===== config.mk =====
export PLATFORM = sky130hd
export DESIGN_NAME = mul_div_unit
export DESIGN_NICKNAME = d
export VERILOG_FILES = /design/src/rtl/mdu_pkg.sv /design/src/rtl/mdu_operand_prep.sv /design/src/rtl/mul_div_unit.sv
export SDC_FILE = /design/constraint.sdc
export NUM_CORES = 2
export LEC_CHECK = 0
export CORE_AREA = 8 8 382 384
export DETAILED_ROUTE_END_ITERATION = 10
export DIE_AREA = 0 0 390 392
export HOLD_SLACK_MARGIN = 0.03
export PLACE_DENSITY = 0.59
export SYNTH_ARGS = -nofsm -noshare
export SYNTH_HDL_FRONTEND = slang
export SYNTH_SLANG_ARGS = --single-unit

===== constraint.sdc =====
create_clock -name clk -period 8.4 [get_ports clk]
set_input_delay 0.84 -clock clk [delete_from_list [all_inputs] [get_ports clk]]
set_output_delay 0.84 -clock clk [all_outputs]
set_load 0.05 [all_outputs]

===== src/rtl/mdu_pkg.sv =====
// Shared types and op-classification helpers for the
// iterative multiply/divide unit.
package mdu_pkg;

    typedef enum logic [3:0] {
        OP_MUL    = 4'd0,
        OP_MULH   = 4'd1,
        OP_MULHSU = 4'd2,
        OP_MULHU  = 4'd3,
        OP_DIV    = 4'd4,
        OP_DIVU   = 4'd5,
        OP_REM    = 4'd6,
        OP_REMU   = 4'd7,
        OP_MULW   = 4'd8,
        OP_DIVW   = 4'd9,
        OP_DIVUW  = 4'd10,
        OP_REMW   = 4'd11,
        OP_REMUW  = 4'd12
    } mdu_op_t;

    typedef enum logic [1:0] {
        S_IDLE = 2'd0,
        S_CALC = 2'd1,
        S_DONE = 2'd2
    } mdu_state_t;

    function automatic logic is_word(input mdu_op_t op);
        return op inside {OP_MULW, OP_DIVW, OP_DIVUW, OP_REMW, OP_REMUW};
    endfunction

    function automatic logic is_div(input mdu_op_t op);
        return op inside {OP_DIV, OP_DIVU, OP_REM, OP_REMU,
                          OP_DIVW, OP_DIVUW, OP_REMW, OP_REMUW};
    endfunction

    function automatic logic is_rem(input mdu_op_t op);
        return op inside {OP_REM, OP_REMU, OP_REMW, OP_REMUW};
    endfunction

    function automatic logic is_signed_a(input mdu_op_t op);
        return op inside {OP_MUL, OP_MULH, OP_MULHSU, OP_DIV, OP_REM,
                          OP_MULW, OP_DIVW, OP_REMW};
    endfunction

    function automatic logic is_signed_b(input mdu_op_t op);
        return op inside {OP_MUL, OP_MULH, OP_DIV, OP_REM,
                          OP_MULW, OP_DIVW, OP_REMW};
    endfunction

endpackage


===== src/rtl/mdu_operand_prep.sv =====
// Operand width selection, magnitude/sign extraction and
// special-case (div-by-zero, overflow, illegal) detection.
module mdu_operand_prep
    import mdu_pkg::*;
#(
    parameter int XLEN  = 64,
    parameter int W_OPS = 1
) (
    input  mdu_op_t           op_i,
    input  logic [XLEN-1:0]   a_i,
    input  logic [XLEN-1:0]   b_i,
    output logic [XLEN-1:0]   mag_a_o,
    output logic [XLEN-1:0]   mag_b_o,
    output logic              neg_q_o,
    output logic              neg_r_o,
    output logic              word_o,
    output logic              illegal_o,
    output logic              special_o,
    output logic [XLEN-1:0]   spec_res_o
);

    function automatic logic [XLEN-1:0] sx32(input logic [31:0] v);
        logic [XLEN-1:0] r;
        r       = {XLEN{v[31]}};
        r[31:0] = v;
        return r;
    endfunction

    logic [XLEN-1:0] a_x;
    logic [XLEN-1:0] b_x;
    logic [XLEN-1:0] min_x;
    logic            sa;
    logic            sb;
    logic            sign_a;
    logic            sign_b;
    logic            div0;
    logic            ovf;

    // Select operand width, derive magnitudes and flag special cases
    always_comb begin
        word_o    = is_word(op_i);
        sa        = is_signed_a(op_i);
        sb        = is_signed_b(op_i);
        illegal_o = (op_i > OP_REMUW) || (word_o && (W_OPS == 0));
        a_x       = a_i;
        b_x       = b_i;
        min_x     = {1'b1, {(XLEN-1){1'b0}}};
        if (word_o) begin
            a_x   = sa ? sx32(a_i[31:0]) : XLEN'(a_i[31:0]);
            b_x   = sb ? sx32(b_i[31:0]) : XLEN'(b_i[31:0]);
            min_x = sx32(32'h8000_0000);
        end
        sign_a  = sa & a_x[XLEN-1];
        sign_b  = sb & b_x[XLEN-1];
        mag_a_o = sign_a ? -a_x : a_x;
        mag_b_o = sign_b ? -b_x : b_x;
        neg_q_o = sign_a ^ sign_b;
        neg_r_o = sign_a;
        div0    = is_div(op_i) && (b_x == '0);
        ovf     = is_div(op_i) && sa && (a_x == min_x) && (b_x == '1);
        special_o  = illegal_o || div0 || ovf;
        spec_res_o = '0;
        if (illegal_o) begin
            spec_res_o = '0;
        end else if (div0) begin
            if (is_rem(op_i))
                spec_res_o = word_o ? sx32(a_i[31:0]) : a_i;
            else
                spec_res_o = '1;
        end else if (ovf) begin
            spec_res_o = is_rem(op_i) ? '0 : a_x;
        end
    end

endmodule


===== src/rtl/mul_div_unit.sv =====
// Iterative radix-2 multiply/divide unit (RV64M + W ops)
// with valid/ready handshakes, tag passthrough and flush.
module mul_div_unit
    import mdu_pkg::*;
#(
    parameter int XLEN  = 64,
    parameter int TAG_W = 5,
    parameter int W_OPS = 1
) (
    input  logic             clk,
    input  logic             reset_n,
    input  logic             flush,
    input  logic             in_valid,
    output logic             in_ready,
    input  mdu_op_t          in_op,
    input  logic [XLEN-1:0]  in_a,
    input  logic [XLEN-1:0]  in_b,
    input  logic [TAG_W-1:0] in_tag,
    output logic             out_valid,
    input  logic             out_ready,
    output logic [XLEN-1:0]  out_result,
    output logic [TAG_W-1:0] out_tag,
    output logic             out_illegal
);

    localparam int CW = $clog2(XLEN);

    function automatic logic [XLEN-1:0] sx32(input logic [31:0] v);
        logic [XLEN-1:0] r;
        r       = {XLEN{v[31]}};
        r[31:0] = v;
        return r;
    endfunction

    logic [XLEN-1:0] p_mag_a;
    logic [XLEN-1:0] p_mag_b;
    logic            p_neg_q;
    logic            p_neg_r;
    logic            p_word;
    logic            p_illegal;
    logic            p_special;
    logic [XLEN-1:0] p_spec_res;

    mdu_operand_prep #(
        .XLEN  (XLEN),
        .W_OPS (W_OPS)
    ) u_prep (
        .op_i       (in_op),
        .a_i        (in_a),
        .b_i        (in_b),
        .mag_a_o    (p_mag_a),
        .mag_b_o    (p_mag_b),
        .neg_q_o    (p_neg_q),
        .neg_r_o    (p_neg_r),
        .word_o     (p_word),
        .illegal_o  (p_illegal),
        .special_o  (p_special),
        .spec_res_o (p_spec_res)
    );

    // acc: product (mul) or partial remainder (div)
    // a:   shifted multiplicand (mul) or dividend/quotient (div)
    // b:   shifted multiplier (mul) or divisor (div)
    mdu_state_t        state_q, state_d;
    logic [CW-1:0]     cnt_q, cnt_d;
    mdu_op_t           op_q, op_d;
    logic              negq_q, negq_d;
    logic              negr_q, negr_d;
    logic [2*XLEN-1:0] acc_q, acc_d;
    logic [2*XLEN-1:0] a_q, a_d;
    logic [XLEN-1:0]   b_q, b_d;
    logic [XLEN-1:0]   res_q, res_d;
    logic [TAG_W-1:0]  tag_q, tag_d;
    logic              ill_q, ill_d;

    logic [2*XLEN-1:0] mul_acc;
    logic [2*XLEN-1:0] prod;
    logic [XLEN:0]     rem_sh;
    logic [XLEN:0]     diff;
    logic [XLEN-1:0]   quo;
    logic [XLEN-1:0]   rem_n;
    logic [XLEN-1:0]   qv;
    logic [XLEN-1:0]   rv;
    logic [XLEN-1:0]   dv;
    logic [XLEN-1:0]   fix;

    // State and datapath registers
    always_ff @(posedge clk or negedge reset_n) begin
        if (!reset_n) begin
            state_q <= S_IDLE;
            cnt_q   <= '0;
            op_q    <= OP_MUL;
            negq_q  <= 1'b0;
            negr_q  <= 1'b0;
            acc_q   <= '0;
            a_q     <= '0;
            b_q     <= '0;
            res_q   <= '0;
            tag_q   <= '0;
            ill_q   <= 1'b0;
        end else begin
            state_q <= state_d;
            cnt_q   <= cnt_d;
            op_q    <= op_d;
            negq_q  <= negq_d;
            negr_q  <= negr_d;
            acc_q   <= acc_d;
            a_q     <= a_d;
            b_q     <= b_d;
            res_q   <= res_d;
            tag_q   <= tag_d;
            ill_q   <= ill_d;
        end
    end

    // One radix-2 step, sign fix-up and next-state logic
    always_comb begin
        state_d = state_q;
        cnt_d   = cnt_q;
        op_d    = op_q;
        negq_d  = negq_q;
        negr_d  = negr_q;
        acc_d   = acc_q;
        a_d     = a_q;
        b_d     = b_q;
        res_d   = res_q;
        tag_d   = tag_q;
        ill_d   = ill_q;

        mul_acc = acc_q + (b_q[0] ? a_q : '0);
        rem_sh  = {acc_q[XLEN-1:0], a_q[XLEN-1]};
        diff    = rem_sh - {1'b0, b_q};
        quo     = {a_q[XLEN-2:0], ~diff[XLEN]};
        rem_n   = diff[XLEN] ? rem_sh[XLEN-1:0] : diff[XLEN-1:0];

        prod = negq_q ? -mul_acc : mul_acc;
        qv   = negq_q ? -quo : quo;
        rv   = negr_q ? -rem_n : rem_n;
        dv   = is_rem(op_q) ? rv : qv;
        if (is_div(op_q))
            fix = is_word(op_q) ? sx32(dv[31:0]) : dv;
        else if (is_word(op_q))
            fix = sx32(prod[31:0]);
        else if (op_q == OP_MUL)
            fix = prod[XLEN-1:0];
        else
            fix = prod[2*XLEN-1:XLEN];

        unique case (state_q)
            S_IDLE: begin
                if (in_valid) begin
                    op_d   = in_op;
                    tag_d  = in_tag;
                    negq_d = p_neg_q;
                    negr_d = p_neg_r;
                    ill_d  = p_illegal;
                    acc_d  = '0;
                    b_d    = p_mag_b;
                    if (p_word && is_div(in_op))
                        a_d = {{XLEN{1'b0}}, p_mag_a << (XLEN-32)};
                    else
                        a_d = {{XLEN{1'b0}}, p_mag_a};
                    if (p_special) begin
                        res_d   = p_spec_res;
                        state_d = S_DONE;
                    end else begin
                        cnt_d   = p_word ? CW'(31) : CW'(XLEN-1);
                        state_d = S_CALC;
                    end
                end
            end
            S_CALC: begin
                if (is_div(op_q)) begin
                    acc_d = {{XLEN{1'b0}}, rem_n};
                    a_d   = {{XLEN{1'b0}}, quo};
                end else begin
                    acc_d = mul_acc;
                    a_d   = a_q << 1;
                    b_d   = b_q >> 1;
                end
                cnt_d = cnt_q - CW'(1);
                if (cnt_q == '0) begin
                    res_d   = fix;
                    state_d = S_DONE;
                end
            end
            S_DONE: begin
                if (out_ready)
                    state_d = S_IDLE;
            end
            default: state_d = S_IDLE;
        endcase

        if (flush)
            state_d = S_IDLE;
    end

    assign in_ready    = (state_q == S_IDLE) && !flush;
    assign out_valid   = (state_q == S_DONE);
    assign out_result  = res_q;
    assign out_tag     = tag_q;
    assign out_illegal = ill_q;

endmodule


Yosys cells after proc, flatten, opt, wreduce, memory -nomap -nowiden

Index checks and enable logic that the tools add are counted.

Register bits: 404
Bits of input ports: 142
Output and inout port bits: 72
Logic and storage cells: 132

$add $sub $neg: 8
Order comparisons: 1
Eq/ne operators: 32
Multiplexer cells: 47
Bitwise gates (word level): 4
Reduce and logical (&&, ||, !) cells: 29

Operator list:

| operator                                                         | number |
|---|---|
| 64-bit two-way mux                                               | 26 |
| 128-bit two-way mux                                              | 6 |
| 128-bit one-hot mux with 2 select lines                          | 2 |
| 64-bit negation                                                  | 4 |
| 64-bit one-hot mux with 2 select lines                           | 2 |
| 128-bit adder                                                    | 1 |
| 128-bit negation                                                 | 1 |
| 65-bit by 64-bit subtractor with 65-bit output                   | 1 |
| 64-bit == test                                                   | 1 |
| 64-bit == test (second input constant)                           | 1 |
| 64-bit logical NOT                                               | 1 |
| 63-bit two-way mux                                               | 1 |
| 4-bit == test (second input constant)                            | 10 |
| 4-bit by 3-bit == test with 1-bit output (second input constant) | 8 |
| 8-bit nonzero test                                               | 3 |
| 6-bit two-way mux                                                | 3 |
| 6-bit one-hot mux with 2 select lines                            | 1 |
| 2-bit two-way mux                                                | 5 |
| 2-bit != test (second input constant)                            | 5 |
| 5-bit nonzero test                                               | 2 |
| 3-bit AND reduction                                              | 3 |
| 4-bit logical NOT                                                | 2 |
| 4-bit nonzero test                                               | 2 |
| 7-bit nonzero test                                               | 1 |
| other kinds (20)                                                 | 29 |

Depth between registers and ports, before layout

Depth in word-level cells: 13
Depth in mapped cells: 30
Gate-level depth less buffers: 27

By module

Synthesis repeated with hierarchy kept, for this count alone.

Cell total of the unflattened synthesis: 6,877
Area, all modules: 49,984.2 um^2

Modules (own cells, without submodules):

| module           | instances | cells an instance | area each (um^2) | seq. area each (um^2) |
|---|---|---|---|---|
| mul_div_unit     | 1         | 6,082             | 44,831.7         | 10,109.7 |
| mdu_operand_prep | 1         | 795               | 5,152.4          | 0.0 |

Least setup slack after synthesis

Ideal clock, no wire load.

Path kind: register to register
Start point: reg acc_q[51]
End point: reg res_q[56] (netlist: out_result[56])
Setup time: 121 ps
Data arrival time: 6,266 ps
Data required time: 8,279 ps
Slack: 2,013 ps
Stages on the path, launching flop included: 28
Buffers on the path: 6
Clock period less this slack: 6,387 ps
Cells stage by stage: dfrtp_1 > ha_1 > buf_2 > a21oi_1 > a21oi_1 > o311ai_1 > nand2_1 > a2111o_1 > nor3_1 > nor2_2 > inv_2 > clkbuf_1 > clkbuf_1 > buf_2 > buf_1 > ha_1 > nand3_1 > or2_2 > or3_1 > clkbuf_1 > or4_4 > or4_1 > o31ai_1 > xor2_1 > o22ai_1 > nor2_1 > o21ai_0 > o22a_1

Word-level cells in the longest chain between the ends: 9
Elaborated cells on any way between the ends: 17
Classes of those cells: add/sub: 5; mux: 11; bitwise: 1

Ends and longest elaborated chain:

| what                                                                  | RTL line            | RTL |
|---|---|---|
| from (decl)                                                           | mul_div_unit.sv:69  | `logic [2*XLEN-1:0] acc_q, acc_d;` |
| from (signal assigned)                                                | mul_div_unit.sv:95  | `acc_q <= '0;` |
| from (signal assigned)                                                | mul_div_unit.sv:107 | `acc_q <= acc_d;` |
| parallel branches: the longest is 6 deep, another holds 128-bit adder | --                  |  |
| 64-bit two-way mux *                                                  | mul_div_unit.sv:140 | `if (is_div(op_q))` |
| 64-bit two-way mux *                                                  | mul_div_unit.sv:182 | `if (cnt_q == '0) begin` |
| 64-bit one-hot mux with 2 select lines *                              | mul_div_unit.sv:149 | `unique case (state_q)` |
| to (signal assigned)                                                  | mul_div_unit.sv:110 | `res_q <= res_d;` |
| to (decl)                                                             | mul_div_unit.sv:72  | `logic [XLEN-1:0] res_q, res_d;` |

Mark *: on every way between the ends. The select of a mux whose other input is x is not followed.
A chain may end at the register's enable or synchronous reset.

Final worst setup path

Start point: reg b_q[0]
End point: reg res_q[41] (netlist: out_result[41])

Word-level cells in the longest chain between the ends: 9
Elaborated cells on any way between the ends: 18
Classes of those cells: add/sub: 5; mux: 12; bitwise: 1

Ends and longest elaborated chain:

| what                                                                                         | RTL line                                 | RTL |
|---|---|---|
| from (decl)                                                                                  | mul_div_unit.sv:71                       | `logic [XLEN-1:0] b_q, b_d;` |
| from (signal assigned)                                                                       | mul_div_unit.sv:97                       | `b_q <= '0;` |
| from (signal assigned)                                                                       | mul_div_unit.sv:109                      | `b_q <= b_d;` |
| 128-bit two-way mux / 65-bit by 64-bit subtractor with 65-bit output (equally long branches) | mul_div_unit.sv:130, mul_div_unit.sv:132 |  |
| 128-bit adder (tied with other cells)                                                        | mul_div_unit.sv:130                      | `mul_acc = acc_q + (b_q[0] ? a_q : '0);` |
| 128-bit negation (tied with other cells)                                                     | mul_div_unit.sv:136                      | `prod = negq_q ? -mul_acc : mul_acc;` |
| 128-bit two-way mux (tied with other cells)                                                  | mul_div_unit.sv:136                      |  |
| 64-bit two-way mux (on tied branches)                                                        | mul_div_unit.sv:144, mul_div_unit.sv:139 |  |
| 64-bit two-way mux (on tied branches)                                                        | mul_div_unit.sv:142, mul_div_unit.sv:141 |  |
| 64-bit two-way mux *                                                                         | mul_div_unit.sv:140                      |  |
| 64-bit two-way mux *                                                                         | mul_div_unit.sv:182                      |  |
| 64-bit one-hot mux with 2 select lines *                                                     | mul_div_unit.sv:149                      |  |

Mark *: on every way between the ends. The rest lies on a longest branch, timed or not. The select of a mux whose other input is x is not followed.

==> flow_metrics.env <==
export IMPL_status="complete, but fails checks"
export IMPL_violations="capacitance limit"
export IMPL_dpl_worst_slack_ns=0.296
export IMPL_nets=7144
export IMPL_p_leak_nw=21.4
export IMPL_crit_path_max_incr_delay_ns=0.69
export IMPL_num_rows=138
export IMPL_worst_slew_pin_slew_ns=1.45
export IMPL_syn_area_um2=48600
export IMPL_startpoint_type="register"
export IMPL_grt_max_degree=194
export IMPL_synth_enable_flop_cells=0
export IMPL_yosys_warnings=0
export IMPL_min_period_ns=7.99
export IMPL_start_util=0.347
export IMPL_power_density_nw_per_um2=373
export IMPL_clock_tree_buffer_depth=3
export IMPL_setup_tns_ns=0
export IMPL_drc=0
export IMPL_whs_ns=0.145
export IMPL_clk_pin_slew_ns=0.06
export IMPL_drt_iter0_markers=8731
export IMPL_fin_crit_sh=0.951
export IMPL_grt_pass1_vias=54000
export IMPL_num_vias=58600
export IMPL_cp_startpoint="b_q[0]"
export IMPL_rsz0062_at_grt="no"
export IMPL_drt_pass1_iter_count=7
export IMPL_cts_buffers=54
export IMPL_final_max_slew_viol_count=0
export IMPL_die_h_um=392
export IMPL_ys_dominant_reg_cell="dfrtp_1"
export IMPL_nFillCells=15000
export IMPL_place_congestion=1.07
export IMPL_syn_area_per_cell_um2=7.15
export IMPL_clockRootBuffer="clkbuf_16"
export IMPL_crit_top_cell="a21oi_1"
export IMPL_portBuffers=213
export IMPL_die_area_um2=153000
export IMPL_fin_cells=8746
export IMPL_slowest_stage="nor4_1"
export IMPL_ioPinCount=214
export IMPL_r2r_end="out_result[41]"
export IMPL_netlist_instances=6808
export IMPL_power_mw=20.5
export IMPL_crit_path_end="out_result[41]"
export IMPL_dp_cells=8634
export IMPL_core_area_um2=140000
export IMPL_min_path_type="input port to asynchronous set/reset pin"
export IMPL_cap_violations=1
export IMPL_drive_gt1_frac=0.0661
export IMPL_wl_per_cell_um=33.4
export IMPL_cts_tree="done"
export IMPL_grt_overflow=0
export IMPL_setup_violations=0
export IMPL_crit_arrival_ns=8.64
export IMPL_syn_nets=7152
export IMPL_path_cells="buf_12 > and2_1 > ha_1 > a21oi_1 > o21ai_0 > a21oi_1 > nor2_1 > nor3_1 > nor3b_1 > buf_4 > xor2_2 > nand3_1 > nor4_1 > nand3_2 > or3_1 > o31ai_1 > a21oi_1 > nor3b_1 > o22a_1"
export IMPL_syn2layout_area_growth_pct=12.8
export IMPL_grt_pass1_wl_um=410000
export IMPL_required_ns=9.05
export IMPL_hold_viol_final=0
export IMPL_skew_ns=0.0712
export IMPL_ff2ff_path_depth=19
export IMPL_vias_per_cell=6.70
export IMPL_r2r_slack_ns=0.41
export IMPL_ys_ff_latch=404
export IMPL_dp_hpwl_um=236000
export IMPL_postCtsSetupBuffers=0
export IMPL_vdd_drop_max_mv=0.514
export IMPL_relSlewSlack=0.00414
export IMPL_ys_types=121
export IMPL_fmax_ghz=0.125
export IMPL_rr_startpoint="b_q[0]"
export IMPL_clk_latency_ns=0.72
export IMPL_cts_htree_levels=2
export IMPL_cts_hold_buf=0
export IMPL_final_antenna_net_count=0
export IMPL_grt_usage=0.364
export IMPL_fp_dieW_um=390
export IMPL_layout_setup_ws_ns=0.408
export IMPL_routed_wl_um=292000
export IMPL_critPathMaxFanout=109
export IMPL_yosysSeqAreaShare=0.208
export IMPL_ys_async_sr_fraction=1.00
export IMPL_crit_type="register to register"
export IMPL_cts_sinks=404
export IMPL_endpoint_kind="register"
export IMPL_antenna_found_initial=23
## state kept, by name (all words and copies together) (netlist names)
name / cells
cnt_q: 6
b_q: 64
a_q: 128
negr_q: 1
state_q: 2
out_result: 64
acc_q: 128
out_illegal: 1
out_tag: 5
negq_q: 1
op_q: 4
## synthesized netlist by cell type, drive strengths merged, types with 67 or more instances
cell	n	area (µm²)
a22o	105	921
o31ai	91	683
buf	98	459
a31oi	80	507
a21o	84	631
nor4	100	699
a21oi	650	3280
ha	200	2500
or3	93	587
a211oi	91	708
o21ai	701	3510
mux2i	81	811
nor3	226	1150
clkbuf	370	1390
nor2	573	2160
nand2	745	2800
o211ai	118	896
xnor2	204	1790
nand3	164	836
inv	169	634
xor2	168	1470
dfrtp	404	10100
and2	191	1200
o21a	67	503
nand4	167	1060
## cell usage in the layout (no fill, tap or decap), types with 79 or more instances in the layout
master and n:
mux2i_1 81, a22o_1 104, clkdlybuf4s50_1 212, nor4_1 91
dfrtp_1 402, xnor2_1 202, xor2_1 166, o21ai_0 658
ha_1 200, buf_4 185, a31oi_1 79, nor3_1 221
or3_1 92, a21oi_1 642, a21o_1 84, a211oi_1 83
nor2_1 564, inv_1 167, nand4_1 165, o31ai_1 91
nand3_1 161, and2_1 186, o211ai_1 116, nand2_1 739
## critical path: cells and delay by family, from the launching register on
kind | cells | cell delay [ns]
AOI/OAI and AO/OA | 6 | 2.18
DFF | 1 | 0.58
and+or+nand+nor | 9 | 3.66
xor gates and xnor gates | 1 | 0.53
adders and majority gates | 1 | 0.39
buffers and inverters | 2 | 0.56
## area by class of cell
class | instances | area [µm²] | share of cell area
Tap cell | 1890 | 2360 | 0.0431
Sequential cell | 404 | 10100 | 0.184
Inverter | 170 | 638 | 0.0116
Clock buffer | 70 | 1470 | 0.0268
Multi-Input combinational cell | 5766 | 36200 | 0.660
Antenna cell | 17 | 42.5 | 0.000776
Timing Repair Buffer | 404 | 3650 | 0.0665
Clock inverter | 25 | 360 | 0.00657
## cells by family (layout without fill, tap and decap cells)
logic type | after synthesis | after routing | share of synthesized area
compound gates | 2537 | 2537 | 0.340
mux | 99 | 99 | 0.0208
flops | 404 | 404 | 0.208
simple gates | 2556 | 2556 | 0.261
xor+xnor | 372 | 372 | 0.0670
other cells | 0 | 17 | 0
buf+inv | 638 | 669 | 0.0511
fa+ha+maj | 202 | 202 | 0.0523
## power breakdown
part / internal (mW) / total, mW / switching [mW]
clock: 1.43 / 2.49 / 1.07
combinational: 4.20 / 14.6 / 10.4
sequential: 2.34 / 3.40 / 1.07
## layer usage
metal / vias up / global-route usage / wire length [µm]
li1: 25600 / - / -
met1: 28500 / 0.480 / 119000
met2: 3756 / 0.532 / 119000
met3: 759 / 0.0787 / 29600
met4: 22 / 0.241 / 24600
met5: - / 0 / 149
## worst min-delay path by stage
| stage | from | to | cells past startpoint |
|---|---|---|---|
| floorplan | acc_q[100] | acc_q[100] | 2 |
| finish | reset_n | acc_q[68] | 1 |
| detailed placement | out_tag[1] | out_tag[1] | 2 |
| global placement | out_result[20] | out_result[20] | 2 |
| CTS | reset_n | a_q[66] | 1 |
| global route | reset_n | acc_q[68] | 1 |
## metrics by stage
| stage | utilization | instance area (µm²) |
|---|---|---|
| 2_1_floorplan | - | 48600 |
| 3_3_place_gp | 0.378 | 53000 |
| 3_5_place_dp | 0.378 | 53000 |
| 4_1_cts | 0.391 | 54800 |
| 5_1_grt | 0.391 | 54800 |
| 6_report | 0.391 | 54900 |
## repair_timing
item	CTS	global route
gates resized for setup	0	1
setup endpoints to repair	0	2
endpoints found under the hold margin	0	0
Note: power is estimated with default switching activity, not from simulation.
